$ cat src/rtl/fu_share_arbiter.sv
// fu_share_arbiter
// ----------------
// Shares one multi-cycle functional unit (branch / address adder) among
// NUM_REQ reservation stations. A round-robin pick selects one issuing RS.
// The block then pulses fu_start, waits for fu_done, and parks the result in
// a CDB slot until the CDB arbiter acks it. In the ack cycle it returns a
// one-cycle resp to the winning RS.
//
// Ports
//   clk        system clock, all state on the rising edge
//   rst_n      asynchronous active-low reset
//   flush      synchronous pipeline flush; drops any in-flight op
//   req        per-RS issue request, held until resp or flush
//   req_tag    per-RS destination ROB tag, stable while req is high
//   resp       one-hot completion pulse to the granted RS (ack cycle only)
//   fu_start   one-cycle pulse telling the FU to latch the operands at fu_sel
//   fu_sel     index of the granted RS (operand mux select), 0 when idle
//   fu_abort   one-cycle pulse telling the FU to drop its in-flight op
//   fu_done    FU result valid pulse
//   fu_result  FU result data
//   cdb_valid  CDB slot valid
//   cdb_tag    CDB slot ROB tag
//   cdb_data   CDB slot data
//   cdb_ack    CDB arbiter accepted the slot this cycle
module fu_share_arbiter #(
    parameter int NUM_REQ   = 2,
    parameter int ROB_DEPTH = 4,
    localparam int SW = $clog2(NUM_REQ),
    localparam int TW = $clog2(ROB_DEPTH)
) (
    input  logic                       clk,
    input  logic                       rst_n,
    input  logic                       flush,
    input  logic [NUM_REQ-1:0]         req,
    input  logic [NUM_REQ-1:0][TW-1:0] req_tag,
    output logic [NUM_REQ-1:0]         resp,
    output logic                       fu_start,
    output logic [SW-1:0]              fu_sel,
    output logic                       fu_abort,
    input  logic                       fu_done,
    input  logic [31:0]                fu_result,
    output logic                       cdb_valid,
    output logic [TW-1:0]              cdb_tag,
    output logic [31:0]                cdb_data,
    input  logic                       cdb_ack
);

    typedef enum logic [1:0] {
        IDLE = 2'd0,
        BUSY = 2'd1,
        WB   = 2'd2
    } state_t;

    state_t        state;
    logic [SW-1:0] rr_ptr;
    logic [SW-1:0] grant_idx;
    logic [TW-1:0] tag_q;
    logic [31:0]   result_q;

    logic [SW-1:0] winner;
    logic [SW-1:0] cand;
    logic          any_req;

    // Round-robin scan starting at rr_ptr. The candidate index wraps by
    // compare rather than by modulo so NUM_REQ need not be a power of two.
    always_comb begin
        winner  = '0;
        any_req = 1'b0;
        cand    = rr_ptr;
        for (int k = 0; k < NUM_REQ; k++) begin
            if (!any_req && req[cand]) begin
                winner  = cand;
                any_req = 1'b1;
            end
            cand = (cand == SW'(NUM_REQ - 1)) ? '0 : cand + 1'b1;
        end
    end

    // Main sequencer. fu_start is registered so it is high exactly in the
    // first BUSY cycle; a fu_done seen while fu_start is high is a protocol
    // violation and is ignored. Flush overrides everything and leaves
    // rr_ptr untouched, so an aborted op does not cost its RS its turn.
    always_ff @(posedge clk or negedge rst_n) begin
        if (!rst_n) begin
            state     <= IDLE;
            rr_ptr    <= '0;
            grant_idx <= '0;
            tag_q     <= '0;
            result_q  <= '0;
            fu_start  <= 1'b0;
            cdb_valid <= 1'b0;
        end else if (flush) begin
            state     <= IDLE;
            fu_start  <= 1'b0;
            cdb_valid <= 1'b0;
        end else begin
            case (state)
                IDLE: begin
                    if (any_req) begin
                        grant_idx <= winner;
                        tag_q     <= req_tag[winner];
                        fu_start  <= 1'b1;
                        state     <= BUSY;
                    end
                end
                BUSY: begin
                    fu_start <= 1'b0;
                    if (fu_done && !fu_start) begin
                        result_q  <= fu_result;
                        cdb_valid <= 1'b1;
                        state     <= WB;
                    end
                end
                WB: begin
                    if (cdb_ack) begin
                        rr_ptr    <= (grant_idx == SW'(NUM_REQ - 1)) ? '0 : grant_idx + 1'b1;
                        cdb_valid <= 1'b0;
                        state     <= IDLE;
                    end
                end
                default: begin
                    fu_start  <= 1'b0;
                    cdb_valid <= 1'b0;
                    state     <= IDLE;
                end
            endcase
        end
    end

    // tag_q and result_q only change on grant and on done, so the slot
    // contents are naturally stable for the whole WB stay.
    assign cdb_tag  = cdb_valid ? tag_q : '0;
    assign cdb_data = cdb_valid ? result_q : '0;
    assign fu_sel   = (state != IDLE) ? grant_idx : '0;
    assign fu_abort = flush && (state != IDLE);

    // Completion pulse goes out in the ack cycle unless a flush discards it.
    always_comb begin
        resp = '0;
        if (state == WB && cdb_ack && !flush) begin
            resp[grant_idx] = 1'b1;
        end
    end

endmodule

$ cat config.mk
export PLATFORM = sky130hd
export DESIGN_NAME = fu_share_arbiter
export DESIGN_NICKNAME = d
export VERILOG_FILES = /design/src/rtl/fu_share_arbiter.sv
export SDC_FILE = /design/constraint.sdc
export NUM_CORES = 1
export LEC_CHECK = 0
export ABC_AREA = 1
export BUFFER_PORTS_ARGS = -buffer_cell sky130_fd_sc_hd__buf_2
export CORE_MARGIN = 2
export CORE_UTILIZATION = 39
export DETAILED_ROUTE_END_ITERATION = 8
export PLACE_DENSITY = 0.73
export SYNTH_ARGS = -nofsm -noshare
export SYNTH_HDL_FRONTEND = slang
export SYNTH_SLANG_ARGS = --single-unit
$ cat constraint.sdc
create_clock -name clk -period 2.01 [get_ports clk]
set_input_delay 0.1005 -clock clk [delete_from_list [all_inputs] [get_ports clk]]
set_output_delay 0.1005 -clock clk [all_outputs]
set_load 0.02 [all_outputs]
==> results by group, run 1 <==
Status
  • Status: finished clean

Critical path
  • Worst EP arrival: between 1000 and 1500 ps
  • WS Path Type: flop to output port
  • Crit path max fanout: 3
  • Crit. End Element: output port
  • Startpoint Class: flop
  • Worst Path Required: 1910 ps

GRT
  • Overall Global Routing Usage: approximately 15%
  • Initial antenna violation count: 0
  • First-pass GRT wire length: around 6300 um
  • Vias in the first global route: ~1.5k
  • Largest net degree at the start of global routing: a little over 40
  • GRT overflow: 0

Clock tree
  • Clk slew on worst S/H paths: ~80 ps
  • Clk buf depth: 2
  • CTS buffer count: 5
  • H-tree depth: 2
  • Post-CTS setup repair buffer count: 0
  • Post-CTS Resized: 0
  • Sink Count: 40
  • CTS tree: yes
  • CTS Root Cell: clkbuf_8
  • Skew-Pair Late Insertion Delay: between 200 and 300 ps

Pwr
  • P_leak: around 0.0018 uW
  • Max IR drop VDD: 0.000470 V
  • P per Cell Area: just over 1000 nW/um2
  • Power Total: about 2600 uW

Floorplan
  • Io pins: 83
  • Initial Utilization: 39.7%
  • Die width: 75.6 um
  • Die area: around 5700 um2
  • Core box area: 5040 um2
  • Site Rows: 26
  • Chip Height: 75.6 um

Yosys
  • Top-count cell post-synth: nand2_1
  • Synth unique cells: 14
  • Synth top cells by count: nand2_1, inv_1, dfrtp_1
  • Mapped cell area: approximately 2000 um2
  • Post-synth EDFFs: 0
  • Seq/Total Area, Yosys: ~50%
  • Net Count, Synth: 307
  • Post-Synthesis Cells: about 260
  • Seq cells post-synth: 40
  • Top cell type's share of synthesized area: about half
  • Dominant cell type by area after synthesis: dfrtp_1
  • Async SR Flop Fraction: 100%
  • Yosys warns: 0
  • Synth top area cells: dfrtp_1, nand2_1, inv_1
  • Ys flop type: dfrtp_1
  • Synthesized area per cell: 7.58 um2

Layout
  • Final core occ: slightly above 50%
  • Final Cell Area: ~2600 um2
  • Nets: ~390
  • Multi-input gate area: between 600 and 700 um2
  • Area grow syn2layout: 28.2%
  • Ant diodes: 0
  • FF/Latch Area: between 1000 and 1500 um2
  • Layout cells sized above 1: between 30% and 40%
  • Fill cells: about 520

Placement
  • Cell Area, Placed: roughly 2400 um2
  • RD Place Congestion: about 0.74
  • Detail Placement HPWL: around 2900 um
  • I/O Buffers: 82

STA
  • Worst Skew: approximately 4.4 ps
  • Final setup violation count: 0
  • Final hold vios: 0
  • Final period util: 75.7%
  • RSZ-0062 raised after global routing: no
  • Rel. slew slack: 42.0%
  • Fmax: between 600 and 700 MHz
  • Minimum clock period: between 1500 and 2000 ps
  • WHS: roughly 38 ps
  • Measured slew at the worst slew-check pin: 870 ps
  • Pins over their slew limit: 0
  • Setup_tns: 0 ps

Drt
  • First drt pass iteration count: 4
  • Via density: around 4.2
  • Avg WL per Cell: 9.44 um
  • Drt total wl: between 3000 and 4000 um
  • Via count: 1,759
  • 1st-iter DRT viols: 94
  • Post-route ant nets: 0
  • Drt drc: 0

Flow run
  • Max Cap Viol: 0

Hold path
  • Worst min path class: input pin to flop
## sequential cells by signal (all words and copies together) (netlist names)
signal and cells:
cdb_valid 1, tag_q 2, fu_start 1, result_q 32, rr_ptr 1, grant_idx 1
state 2
## metal layers
metal | track usage [%] | up-vias | wire length, um
met5 | 0 | - | 0
met1 | 16.7 | 793 | 1690
met2 | 26.5 | 47 | 2020
li1 | - | 917 | -
met4 | 4.09 | 0 | 12
met3 | 4.37 | 2 | 205
## area by class of cell
class                   count  area share [%]
multi-input cells         135            24.6
flip-flops and latches     40            39.0
clock buffers               5            2.68
repair buffers             86            17.3
well taps                  70            3.41
clock inverters             3            1.66
inverters                  78            11.4
## worst max-delay path: stages, from the launching register on
cell	delay [ps]
dfrtp_1	400
nor2_1	210
nand3_1	180
nor2_1	160
buf_2	180
## through the flow
stage	setup WS, ps	std cells
after floorplan	831	264
after global placement	798	408
after detailed placement	770	408
after CTS	456	417
after global routing	399	417
final	489	417
## final timing paths
kind	to	start	slack, ps	cells after the start
worst max-delay path	resp[1]	state[0]	490	4
worst min-delay path	result_q[1]	fu_result[1]	40	3
worst max register to register	result_q[20]	state[1]	730	5
worst min register to register	result_q[23]	result_q[23]	490	2
max in group asynchronous	result_q[4]	rst_n	1000	2
min in group asynchronous	result_q[12]	rst_n	470	2
## layout by cell type, fill, tap and decap left out
cell type and n:
nand4_4 1, nor2_1 7, o21ai_2 14, clkinv_2 1
dlygate4sd3_1 1, inv_1 78, nand2_1 85, o21ai_1 16
dfrtp_1 40, nand3_1 6, buf_2 82, o21ai_0 3
clkbuf_8 5, buf_4 3, clkinvlp_4 1, nor2_2 2
bufinv_16 1, a21oi_1 1
## repair_timing
action / in CTS / in global routing
hold buffers: 1 / 0
hold endpoints to repair: 40 / 0
endpoints found under the setup margin: 0 / 0
## power by group
part           switching [uW]  internal [uW]  total, uW
combinational             409            287        696
sequential                174           1130       1310
clock                     277            367        644
total                     860           1790       2650
## logic make-up (layout without fill, tap and decap cells)
logic type             after synthesis  count (layout)  synth area share (%)
buffers and inverters               89             172                  18.9
AND/OR/NAND/NOR                    101             101                  20.0
AO/OA/AOI/OAI                       34              34                  11.1
flip-flops                          40              40                  50.0
Power figures use the tool's default switching activity.
==> run 2, diff against run 1 <==
--- a/config.mk
+++ b/config.mk
@@ -5,7 +5,7 @@
 export SDC_FILE = /design/constraint.sdc
 export NUM_CORES = 1
 export LEC_CHECK = 0
-export ABC_AREA = 1
+export ABC_AREA = 0
 export BUFFER_PORTS_ARGS = -buffer_cell sky130_fd_sc_hd__buf_2
 export CORE_MARGIN = 2
 export CORE_UTILIZATION = 39
==> constraint.sdc (replaced) <==
create_clock -name clk -period 1.55 [get_ports clk]
set_input_delay 0.0775 -clock clk [delete_from_list [all_inputs] [get_ports clk]]
set_output_delay 0.0775 -clock clk [all_outputs]
set_load 0.02 [all_outputs]
==> results by group, run 2 <==
STA
  • Fmax: 703 MHz
  • WHS: a little under 20 ps
  • Final setup violation count: 0
  • Setup_tns: 0 ps
  • Minimum clock period: ~1400 ps
  • RSZ-0062 raised after global routing: no
  • Worst Skew: 3.44 ps
  • Rel. slew slack: around 70%
  • Final period util: about nine tenths
  • Final hold vios: 0
  • Measured slew at the worst slew-check pin: between 400 and 500 ps
  • Pins over their slew limit: 0

Drt
  • Via density: 4.52
  • Drt total wl: between 3000 and 4000 um
  • Drt drc: 0
  • Post-route ant nets: 0
  • 1st-iter DRT viols: 47
  • First drt pass iteration count: 4
  • Via count: 1,400
  • Avg WL per Cell: 12.5 um

Clock tree
  • CTS buffer count: 5
  • Sink Count: 40
  • Skew-Pair Late Insertion Delay: 280 ps
  • Clk buf depth: 2
  • H-tree depth: 2
  • CTS tree: yes
  • Clk slew on worst S/H paths: around 70 ps
  • CTS Root Cell: clkbuf_8

Layout
  • Commonest cells after routing, fill and taps aside: buf_2, dfrtp_1, and2_1, mux2_4, clkbuf_8
  • Largest Register: result_q
  • Layout cells sized above 1: between 50% and 60%
  • Area grow syn2layout: 33.6%
  • Ant diodes: 0
  • Fill cells: between 400 and 500
  • Max reg flops: 32
  • Nets: 285
  • Top flop regs: result_q: 32 flops, state: 2 flops, tag_q: 2 flops
  • Most common cell after layout, fill and taps aside: buf_2

GRT
  • Initial antenna violation count: 0
  • Vias in the first global route: 1,406
  • First-pass GRT wire length: 6230 um
  • Overall Global Routing Usage: 14.7%
  • GRT overflow: 0
  • Largest net degree at the start of global routing: 23

Yosys
  • Synth top cells by count: dfrtp_1, and2_1, mux2_4
  • Synthesized area per cell: approximately 13 um2
  • Post-synth EDFFs: 0
  • Mapped cell area: about 1900 um2
  • Dominant cell type by area after synthesis: dfrtp_1
  • Seq cells post-synth: 40
  • Async SR Flop Fraction: between 90% and 100%
  • Ys flop type: dfrtp_1
  • Seq/Total Area, Yosys: roughly half
  • Net Count, Synth: just under 200
  • Post-Synthesis Cells: 150
  • Synth unique cells: 25
  • Top cell type's share of synthesized area: between 50% and 60%
  • Synth top area cells: dfrtp_1, mux2_4, and2_1
  • Yosys warns: 0
  • Top-count cell post-synth: dfrtp_1

Placement
  • I/O Buffers: between 80 and 90
  • RD Place Congestion: 0.789
  • Detail Placement HPWL: 2890 um

Pwr
  • Sw Pwr: about 1000 uW
  • Max IR drop VDD: between 0.0006 and 0.0007 V
  • Internal: 2660 uW
  • Combinational cell fraction of total power: between 30% and 40%
  • Sequential power share: 47.6%
  • P_leak: ~0.0015 uW
  • Sw Ratio: 28.0%
  • P per Cell Area: roughly 1400 nW/um2
  • Clock power frac: approximately a fifth

Floorplan
  • Die width: approximately 75 um
  • Io pins: between 80 and 90
  • Site Rows: 25
  • Die area: between 5000 and 6000 um2
  • Chip Height: between 70 and 80 um
  • Initial Utilization: 40.7%
  • Core box area: 4790 um2

Critical path
  • Critical-path top delay cell: dfrtp_1
  • Reg2Reg Launch Point: fu_start
  • Worst Setup SP: state[0]
  • Worst Reg-to-Reg Cells: 4
  • Worst Path Required: between 1000 and 1500 ps
  • Flop-to-flop setup slack: between 150 and 200 ps
  • Worst EP arrival: around 1400 ps
  • Crit path max fanout: 6
  • Crit. End Element: output port
  • Startpoint Class: flop
  • WS Path Type: flop to output port
  • Max stage delay on crit path: roughly 390 ps
  • R2R Path End: result_q[5]
  • Worst path cell trace: buf_4, nor2_4, and4_1, buf_2

Flow run
  • Max Cap Viol: 0

Status
  • Status: finished clean

Hold path
  • Worst min path class: input pin to flop
  • Hold Path Origin: fu_result[18]
  • Hold Crit Depth: 2
  • Hold Path End: result_q[18]
run 2: cell count changes in the layout (fill, tap and decap cells not counted), sizes merged, moves of 3 or more:
cell	change
mux2	+32
and2	+35
inv	-75
buf	+5
clkbuf	+3
o21ai	-30
nand3	-5
a21oi	+4
nand2	-81
nor2	-3
run 2: kinds of logic after synthesis:
| logic type | Yosys count | share of synthesized area, % |
|---|---|---|
| compound gates | 14 | 4.43 |
| buf+inv | 9 | 2.89 |
| flops | 40 | 51.3 |
| mux | 32 | 24.3 |
| simple gates | 55 | 17.1 |
run 2: repair_timing:
action	CTS	global route
resized for setup	0	2
setup endpoints to repair	0	2
hold buffers	1	0
buffers inserted	0	0
hold endpoints to repair	18	0
run 2: worst max-delay path by stage:
stage,depth (start not counted),endpoint
floorplan,4,result_q[0]
global placement,4,result_q[5]
detailed placement,4,result_q[30]
CTS,4,resp[1]
global route,4,resp[1]
finish,4,resp[1]
run 2: worst max-delay path: cells and delay by family (launching register included):
family	cells	cell delay, ps
buf+inv	2	330
flops	1	390
simple gates	2	340
run 2: power by group through the flow:
stage,sequential [uW],clock [uW],combinational (uW)
global route,1820,790,1340
floorplan,1710,0,929
finish,1760,702,1230
global placement,1760,0,1210
CTS,1760,729,1240
detailed placement,1760,0,1250
run 2: cell type report:
class / count / area, um2 / share of cell area [%]
Timing Repair Buffer: 91 / 518 / 19.9
Clock buffer: 8 / 90.1 / 3.46
Tap cell: 67 / 83.8 / 3.22
Inverter: 3 / 11.3 / 0.432
Multi-Input combinational cell: 101 / 900 / 34.6
Sequential cell: 40 / 1000 / 38.4
run 2: per-stage QoR:
stage / utilization (%) / instance area, um2 / setup slack, ps / total power, uW / cells
6_report: 54.4 / 2600 / 127 / 3690 / 310
5_1_grt: 54.4 / 2600 / 20.0 / 3950 / 310
4_1_cts: 54.2 / 2600 / 58.5 / 3730 / 310
3_5_place_dp: 52.2 / 2500 / 184 / 3010 / 301
3_3_place_gp: 52.2 / 2500 / 226 / 2970 / 301
2_1_floorplan: - / 1950 / 166 / 2640 / 150
run 2: layer usage:
metal  part of all wire (%)  vias up  track usage [%]
met4                   0.70        0             5.36
li1                       -      691                -
met5                      0        -                0
met3                    5.2        4             3.08
met1                     45      658             19.9
met2                     49       47             23.6
